`src/rtl/inst_fetch_ctrl.sv`:
```
// Instruction fetch sequencer: owns the PC, reads a combinational instruction
// memory, and queues {pc, instr} pairs in a 2-entry buffer for decode.
//
// state | meaning
// ------+--------------------------------------------------------------
// IDLE  | waiting for start; no fetch, redirect ignored
// FETCH | pushing one instruction per cycle while the buffer has room
// HALT  | walked past the last word; no fetch, buffer drains to decode
// FAULT | redirect to a misaligned/out-of-range target; sticky until reset
module inst_fetch_ctrl #(
    parameter int MEM_BYTES = 16,
    parameter int RESET_PC  = 0
) (
    input  logic        clk,
    input  logic        reset,
    input  logic        start,
    output logic [63:0] mem_addr,
    input  logic [31:0] mem_instr,
    output logic        inst_valid,
    input  logic        inst_ready,
    output logic [31:0] inst_out,
    output logic [63:0] inst_pc,
    input  logic        redirect,
    input  logic [63:0] redirect_pc,
    output logic        halted,
    output logic        fault,
    output logic [31:0] inst_count
);

    typedef enum logic [1:0] {
        IDLE  = 2'd0,
        FETCH = 2'd1,
        HALT  = 2'd2,
        FAULT = 2'd3
    } state_t;

    localparam logic [63:0] LAST_PC  = 64'(MEM_BYTES - 4);
    localparam logic [63:0] START_PC = 64'(RESET_PC);

    state_t      state_q;
    state_t      state_d;

    logic [63:0] pc_q;
    logic [1:0]  count_q;

    // Entry 0 doubles as the output register so the head holds its last
    // value once the buffer empties; entry 1 is the second slot.
    logic [31:0] head_instr_q;
    logic [63:0] head_pc_q;
    logic [31:0] tail_instr_q;
    logic [63:0] tail_pc_q;
    logic [31:0] inst_count_q;

    logic        fetch_en;
    logic        flush_en;
    logic        push;
    logic        pop;
    logic [63:0] pc_plus4;
    logic        halt_hit;
    logic        bad_target;

    assign mem_addr   = pc_q;
    assign inst_valid = (count_q != 2'd0);
    assign inst_out   = head_instr_q;
    assign inst_pc    = head_pc_q;
    assign inst_count = inst_count_q;

    assign pc_plus4   = pc_q + 64'd4;
    assign halt_hit   = (pc_plus4 > LAST_PC);
    // Unsigned compare: targets near 2^64 fault instead of aliasing.
    assign bad_target = (redirect_pc[1:0] != 2'b00) || (redirect_pc > LAST_PC);

    assign pop  = inst_valid && inst_ready;
    assign push = fetch_en && !redirect &&
                  ((count_q != 2'd2) || pop);

    // State register.
    always_ff @(posedge clk or negedge reset) begin
        if (!reset) begin
            state_q <= IDLE;
        end else begin
            state_q <= state_d;
        end
    end

    // Next-state logic; redirect outranks the end-of-memory halt.
    always_comb begin
        state_d = state_q;
        case (state_q)
            IDLE: begin
                if (start) state_d = FETCH;
            end
            FETCH: begin
                if (redirect)      state_d = bad_target ? FAULT : FETCH;
                else if (push && halt_hit) state_d = HALT;
            end
            HALT: begin
                if (redirect) state_d = bad_target ? FAULT : FETCH;
            end
            FAULT: begin
                state_d = FAULT;
            end
            default: state_d = IDLE;
        endcase
    end

    // State-decoded controls and status outputs.
    always_comb begin
        fetch_en = (state_q == FETCH);
        flush_en = redirect && ((state_q == FETCH) || (state_q == HALT));
        halted   = (state_q == HALT);
        fault    = (state_q == FAULT);
    end

    // PC, 2-entry buffer and delivered-instruction counter.
    always_ff @(posedge clk or negedge reset) begin
        if (!reset) begin
            pc_q         <= START_PC;
            count_q      <= 2'd0;
            head_instr_q <= 32'd0;
            head_pc_q    <= 64'd0;
            tail_instr_q <= 32'd0;
            tail_pc_q    <= 64'd0;
            inst_count_q <= 32'd0;
        end else begin
            if (pop) inst_count_q <= inst_count_q + 32'd1;

            if (flush_en) begin
                pc_q    <= redirect_pc;
                count_q <= 2'd0;
            end else begin
                if (push) pc_q <= pc_plus4;
                case ({push, pop})
                    2'b10: begin
                        if (count_q == 2'd0) begin
                            head_instr_q <= mem_instr;
                            head_pc_q    <= pc_q;
                        end else begin
                            tail_instr_q <= mem_instr;
                            tail_pc_q    <= pc_q;
                        end
                        count_q <= count_q + 2'd1;
                    end
                    2'b01: begin
                        if (count_q == 2'd2) begin
                            head_instr_q <= tail_instr_q;
                            head_pc_q    <= tail_pc_q;
                        end
                        count_q <= count_q - 2'd1;
                    end
                    2'b11: begin
                        if (count_q == 2'd1) begin
                            head_instr_q <= mem_instr;
                            head_pc_q    <= pc_q;
                        end else begin
                            head_instr_q <= tail_instr_q;
                            head_pc_q    <= tail_pc_q;
                            tail_instr_q <= mem_instr;
                            tail_pc_q    <= pc_q;
                        end
                    end
                    default: begin
                    end
                endcase
            end
        end
    end

endmodule

```
`config.mk`:
```
export PLATFORM = sky130hd
export DESIGN_NAME = inst_fetch_ctrl
export DESIGN_NICKNAME = d
export VERILOG_FILES = /design/src/rtl/inst_fetch_ctrl.sv
export SDC_FILE = /design/constraint.sdc
export NUM_CORES = 1
export LEC_CHECK = 0
export BUFFER_PORTS_ARGS = -buffer_cell sky130_fd_sc_hd__buf_4
export CAP_MARGIN = 20
export CORE_ASPECT_RATIO = 0.9
export CORE_UTILIZATION = 56
export CTS_CLUSTER_DIAMETER = 200
export DETAILED_ROUTE_END_ITERATION = 12
export PLACE_DENSITY = 0.81
export SLEW_MARGIN = 20
export SYNTH_ARGS = -nofsm -noshare
export SYNTH_HDL_FRONTEND = slang
export SYNTH_SLANG_ARGS = --single-unit
```
`constraint.sdc`:
```
create_clock -name clk -period 4 [get_ports clk]
set_input_delay 0.4 -clock clk [delete_from_list [all_inputs] [get_ports clk]]
set_output_delay 0.4 -clock clk [all_outputs]
set_load 0.01 [all_outputs]
```
# [After elaboration in Yosys (flattened, before gate mapping)]
# Cells that the tools add are included.
[totals] out_inout_bits=195 word_cells=75 inputBits=101 register_bits=292
[classes] order_cmp=2 reduce_logical=20 eq_ne=16 add_sub_neg=4 n_mux=24 bitwise=1
[ops] cell="2-to-1 mux 64 bit" n=7
[ops] cell="one-hot mux 64 bit (3 select lines)" n=1
[ops] cell="2-to-1 mux 32 bit" n=5
[ops] cell="greater-than comparator 64 x 4 -> 1 bit (second input constant)" n=2
[ops] cell="one-hot mux 64 bit (2 select lines)" n=1
[ops] cell="one-hot mux 32 bit (3 select lines)" n=1
[ops] cell="adder 64 x 3 -> 64 bit (second input constant)" n=1
[ops] cell="one-hot mux 32 bit (2 select lines)" n=1
[ops] cell="adder 32 x 1 -> 32 bit (second input constant)" n=1
[ops] cell="inequality test 2 bit (second input constant)" n=7
[ops] cell="2-to-1 mux 2 bit" n=6
[ops] cell="equality test 2 bit (second input constant)" n=5
[ops] cell="one-hot mux 2 bit (4 select lines)" n=1
[ops] cell="AND reduction 4 bit" n=2
[ops] cell="nonzero test 2 bit" n=4
[ops] cell="equality test 2 x 1 -> 1 bit (second input constant)" n=3
[ops] cell="nonzero test 3 bit" n=2
[ops] cell="logical AND 1 bit" n=5
[ops] cell="logical NOT 2 bit" n=2
[ops] cell="one-hot mux 2 bit (2 select lines)" n=1
[ops] cell="logical OR 1 bit" n=3
[ops] cell="inequality test 3 x 2 -> 1 bit (second input constant)" n=1
[ops] cell="AND reduction 3 bit" n=1
[ops] cell="adder 2 x 1 -> 2 bit (second input constant)" n=1
[ops] cell="3 further kinds" n=3

# [Longest topological paths before layout]
[depth] depth_word=8 depth_mapped=13 mapped_depth_nobuf=11

# [Worst setup path before layout]
# No wires, ideal clock.
[synth_path] path_type="reg-to-reg" start="register pc_q[39], in the netlist mem_addr[39]" end="register state_q[0]" path_stages_with_launch=11 period_less_slack_ns=3.117 slack_ns=0.883 arrival_ns=2.986 cell_sequence="dfrtp_1 -> clkbuf_1 -> nand4_1 -> nor4_1 -> nand3_1 -> xnor2_1 -> a211oi_1 -> nand4_1 -> or4_1 -> o21ai_1 -> a211oi_1"
[synth_between] elab_chain_cells=5
[synth_lines] item="start, declared" line_no="43" source="logic [63:0] pc_q;"
[synth_lines] item="start signal, assigned" line_no="129" source="pc_q <= redirect_pc;"
[synth_lines] item="start signal, assigned" line_no="132" source="if (push) pc_q <= pc_plus4;"
[synth_lines] item="adder 64 x 3 -> 64 bit" line_no="68" source="assign pc_plus4 = pc_q + 64'd4;"
[synth_lines] item="greater-than comparator 64 x 4 -> 1 bit" line_no="69" source="assign halt_hit = (pc_plus4 > LAST_PC);"
[synth_lines] item="logical AND 1 bit" line_no="95" source="else if (push && halt_hit) state_d = HALT;"
[synth_lines] item="inequality test 3 x 2 -> 1 bit (no line)"
[synth_lines] item="AND reduction 3 bit (no line)"
[synth_lines] item="end signal, assigned" line_no="82" source="state_q <= state_d;"
[synth_lines] item="end, declared" line_no="40" source="state_t state_q;"
# Every way passes these cells.
# A chain may end at the register's enable or synchronous reset.

# [Worst setup path after layout]
[layout_path] start="register pc_q[19], in the netlist mem_addr[19]" end="register state_q[1]"
# Same word-level chain as after synthesis.

==> metrics.csv <==
stage;metric;value;unit
global_routing;use_met3;6.433;%
cts;htreeDepth;1;
global_routing;grt_overflow_total;0;
setup_path;slowest_delay;0.81;ns
sta;tns;0;ns
die;rows;56;
die;dieArea;27060;sq um
setup_path;crit_path_cell_trace;nand4_1, or4_1, nor4_2, nand3_1, o31a_1, nor4b_1, and3_1, nand3_1, a22o_1;
power_and_ir_drop;power.switching;0.005593;W
sta;max_slew_margin;36.97;%
hold_path;whs_path_depth;3;
global_routing;grt.total_usage;31.33;%
power_and_ir_drop;peakVddDrop;0.4337;mV
hold_path;hp-start;redirect_pc[3];
yosys;synth-seq-cells;292;
global_routing;antenna_found_initial;1;
die;initial_core_util;56.88;%
yosys;avgSynthCellArea;9.937;sq um
routing;wl_per_cell;20.52;um
global_routing;busiest_layer;met2;
yosys;syn_area;14790;sq um
finish;nets;1836;
setup_path;worstSetupPathType;flop to flop;
power_and_ir_drop;p_sw_share;39.40;%
cts;cts_setup_buffers;0;
finish;final_layout_size_suffix_gt1_share;28.19;%
placement;io_buffers;295;
die;core;25990;sq um
sta;finalSetupViolations;0;
status;status;finished, final reports clean;
placement;hpwl;30.13;mm
sta;finalCriticalPeriod;3.817;ns
yosys;synth_cell_type_count;57;
yosys;synth_top_area_share;49.42;%
routing;wl;43.04;mm
yosys;synth_top_family_by_area;simple AND/OR/NAND/NOR gates;
die;die_h;156.2;um
job;maxCapViolCount;0;
power_and_ir_drop;power_density;772.8;nW/um^2
routing;avgViaCountPerCell;6.102;
finish;finalNonFillerCells;2098;
cts;cts.sinks;292;
setup_path;crit_path_end_kind;flop;
cts;root_buffer;clkbuf_16;
placement;place_congestion;0.9950;
yosys;yosys_most_used_dff;dfrtp_1;
routing;via_count;12801;
setup_path;startpoint_type;flop;
cts;clk_pin_slew;0.06;ns
finish;syn2layout_area_growth;24.22;%
cts;clock_latency;0.56;ns
cts;cts_tree;built;
routing;dr.pass1.iters;9;
placement;dpl.cell_count;2039;
yosys;synth_warnings;0;
yosys;synth-edff-count;0;
routing;ant_nets;0;
global_routing;grt_max_degree;96;
yosys;synth_compound_area_share;11.24;%
yosys;yosys.area_share.simple;16.87;%
global_routing;grt_use_met1;44.81;%
power_and_ir_drop;p_int;0.008602;W
setup_path;slowest_stage;or4_1;
global_routing;grt_pass1_wl;67.23;mm
setup_path;regToRegStartpoint;mem_addr[19];
sta;period_share;95.41;%
cts;clockBufferDepth;3;
cts;numCtsBuffers;30;
yosys;yosysSeqAreaShare;49.42;%
sta;drv_slew;0;
yosys;synthArstFlopShare;100.0;%
power_and_ir_drop;p_comb_share;41.4;%
setup_path;critPathMostFrequentCell;nand3_1;
die;die_x;173.3;um
setup_path;arrival;4.27;ns
power_and_ir_drop;p_clk_share;20.0;%
die;ios;296;
power_and_ir_drop;leakage;8.247;nW
setup_path;crit_required;4.45;ns
yosys;yosys.area.top_type;dfrtp_1;
sta;rsz0062_at_grt;no;
hold_path;hold_path_end;mem_addr[3];
yosys;synth_xor_area_share;3.791;%
yosys;synth_adder_area_share;0.8462;%
sta;final_hold_viol_count;0;
yosys;muxShareOfSynthArea;13.98;%
setup_path;cp_max_fo;13;
setup_path;rrSetupSlack;0.18;ns
yosys;synth_fp_nets;1599;
hold_path;hold_class;input pin to flop;
power_and_ir_drop;p_seq_share;38.6;%
sta;clock.fmax;0.2620;GHz
sta;fin_skew;0.01172;ns
sta;tightest_slew;0.9455;ns
yosys;yosys-top-cells-area;dfrtp_1, mux2_2, mux2i_1;
setup_path;worstRegToRegCells;9;
setup_path;r2r-end;state_q[1];
routing;dr.first_iter.drc_count;1158;
yosys;syn_inst;1488;
global_routing;grt_pass1_vias;12117;
global_routing;gr-usage-met2;47.56;%
routing;drc;0;
-- layer usage --
metal  vias up  part of all wire [%]
met2       663                    45
met4         0                   3.4
met5         -                     0
li1       5824                     -
met1      6207                    42
met3       107                   9.3
-- layout make-up --
class                   count  area, sq um
repair buffers            326         2565
diodes                      1        2.502
multi-input cells        1050         6955
clock buffers              46        902.1
flip-flops and latches    292         7307
inverters                  25        93.84
clock inverters            10        106.4
fillers                  1926         7627
well taps                 348        435.4
-- cells in the final DEF, fill, tap and decap left out, types with 4 or more instances in the layout --
cell type	count
a211oi_1	5
a21oi_1	36
a221o_1	17
a22oi_1	12
and2_1	12
and3_1	19
and4_1	12
buf_12	7
buf_4	316
clkbuf_1	8
clkbuf_16	31
clkbuf_8	7
clkinv_2	6
dfrtp_1	292
ha_1	10
inv_1	25
mux2_2	100
mux2i_1	94
nand2_1	201
nand3_1	50
nand4_1	38
nor2_1	63
nor2b_1	4
nor3_1	33
nor3b_1	7
nor4_1	39
o21ai_0	165
o311ai_0	12
or2_2	4
or3_1	5
or4_1	4
xnor2_1	48
xor2_1	16
-- worst max-delay path, delay by kind of cell, from the launching register on --
kind,cells,cell delay (ns)
AOI/OAI and AO/OA,2,0.42
DFF,1,0.56
and+or+nand+nor,7,2.72
-- metrics by stage --
step           instance area, sq um  hold slack (ns)  total power, W  setup WS, ns  util, %
2_1_floorplan                 14790           0.1044        0.008704        0.8830        -
3_3_place_gp                  17320           0.4597         0.01104        0.3217    66.63
3_5_place_dp                  17320           0.4716         0.01129        0.2685    66.63
4_1_cts                       18340          0.02517         0.01418        0.2772    70.54
5_1_grt                       18370          0.05858         0.01502       0.02932    70.65
6_report                      18370          0.04201         0.01419        0.1835    70.66
-- repair_timing --
action / in CTS / in global routing
hold buffers: 1 / 0
endpoints found under the setup margin: 0 / 0
resized for setup: 0 / 0
hold endpoints to repair: 91 / 0
-- sequential cells by signal, summed over array words and instances, names as in the netlist --
register and count:
state_q 2, inst_pc 64, inst_out 32, mem_addr 64, count_q 2, tail_instr_q 32, tail_pc_q 64, inst_count 32
-- power by group through the flow --
stage	Sequential [W]	Combinational [W]	Clock, W
6_report	0.00548	0.00587	0.00284
5_1_grt	0.00565	0.00637	0.00300
4_1_cts	0.00544	0.00585	0.00289
3_5_place_dp	0.00547	0.00581	0
3_3_place_gp	0.00538	0.00566	0
2_1_floorplan	0.00519	0.00352	0
-- logic make-up after synthesis --
family,count (synthesis)
XOR/XNOR,64
multiplexers,194
adder cells (fa/ha/maj),10
AO/OA/AOI/OAI,278
flip-flops,292
buffers and inverters,146
AND/OR/NAND/NOR,504
-- how the worst max path moves through the flow --
stage	startpoint	endpoint	slack [ns]	cells after the start
floorplan	mem_addr[39]	state_q[0]	0.88	10
global placement	mem_addr[20]	state_q[1]	0.32	9
detailed placement	mem_addr[21]	state_q[1]	0.27	9
finish	mem_addr[19]	state_q[1]	0.18	9
global route	mem_addr[19]	state_q[1]	0.03	9
CTS	mem_addr[19]	state_q[1]	0.28	9
-- synth_stat cells, types with 19 or more instances --
cell type and instances:
mux2_2 100, o21ai_0 165, clkbuf_1 95, inv_1 25, nand3_1 50, a21oi_1 38, xnor2_1 48, nor4_1 39
nor3_1 33, nand4_1 38, dfrtp_1 292, and3_1 19, nand2_1 202, mux2i_1 94, nor2_1 63
Note: power is estimated with default switching activity, not from simulation.
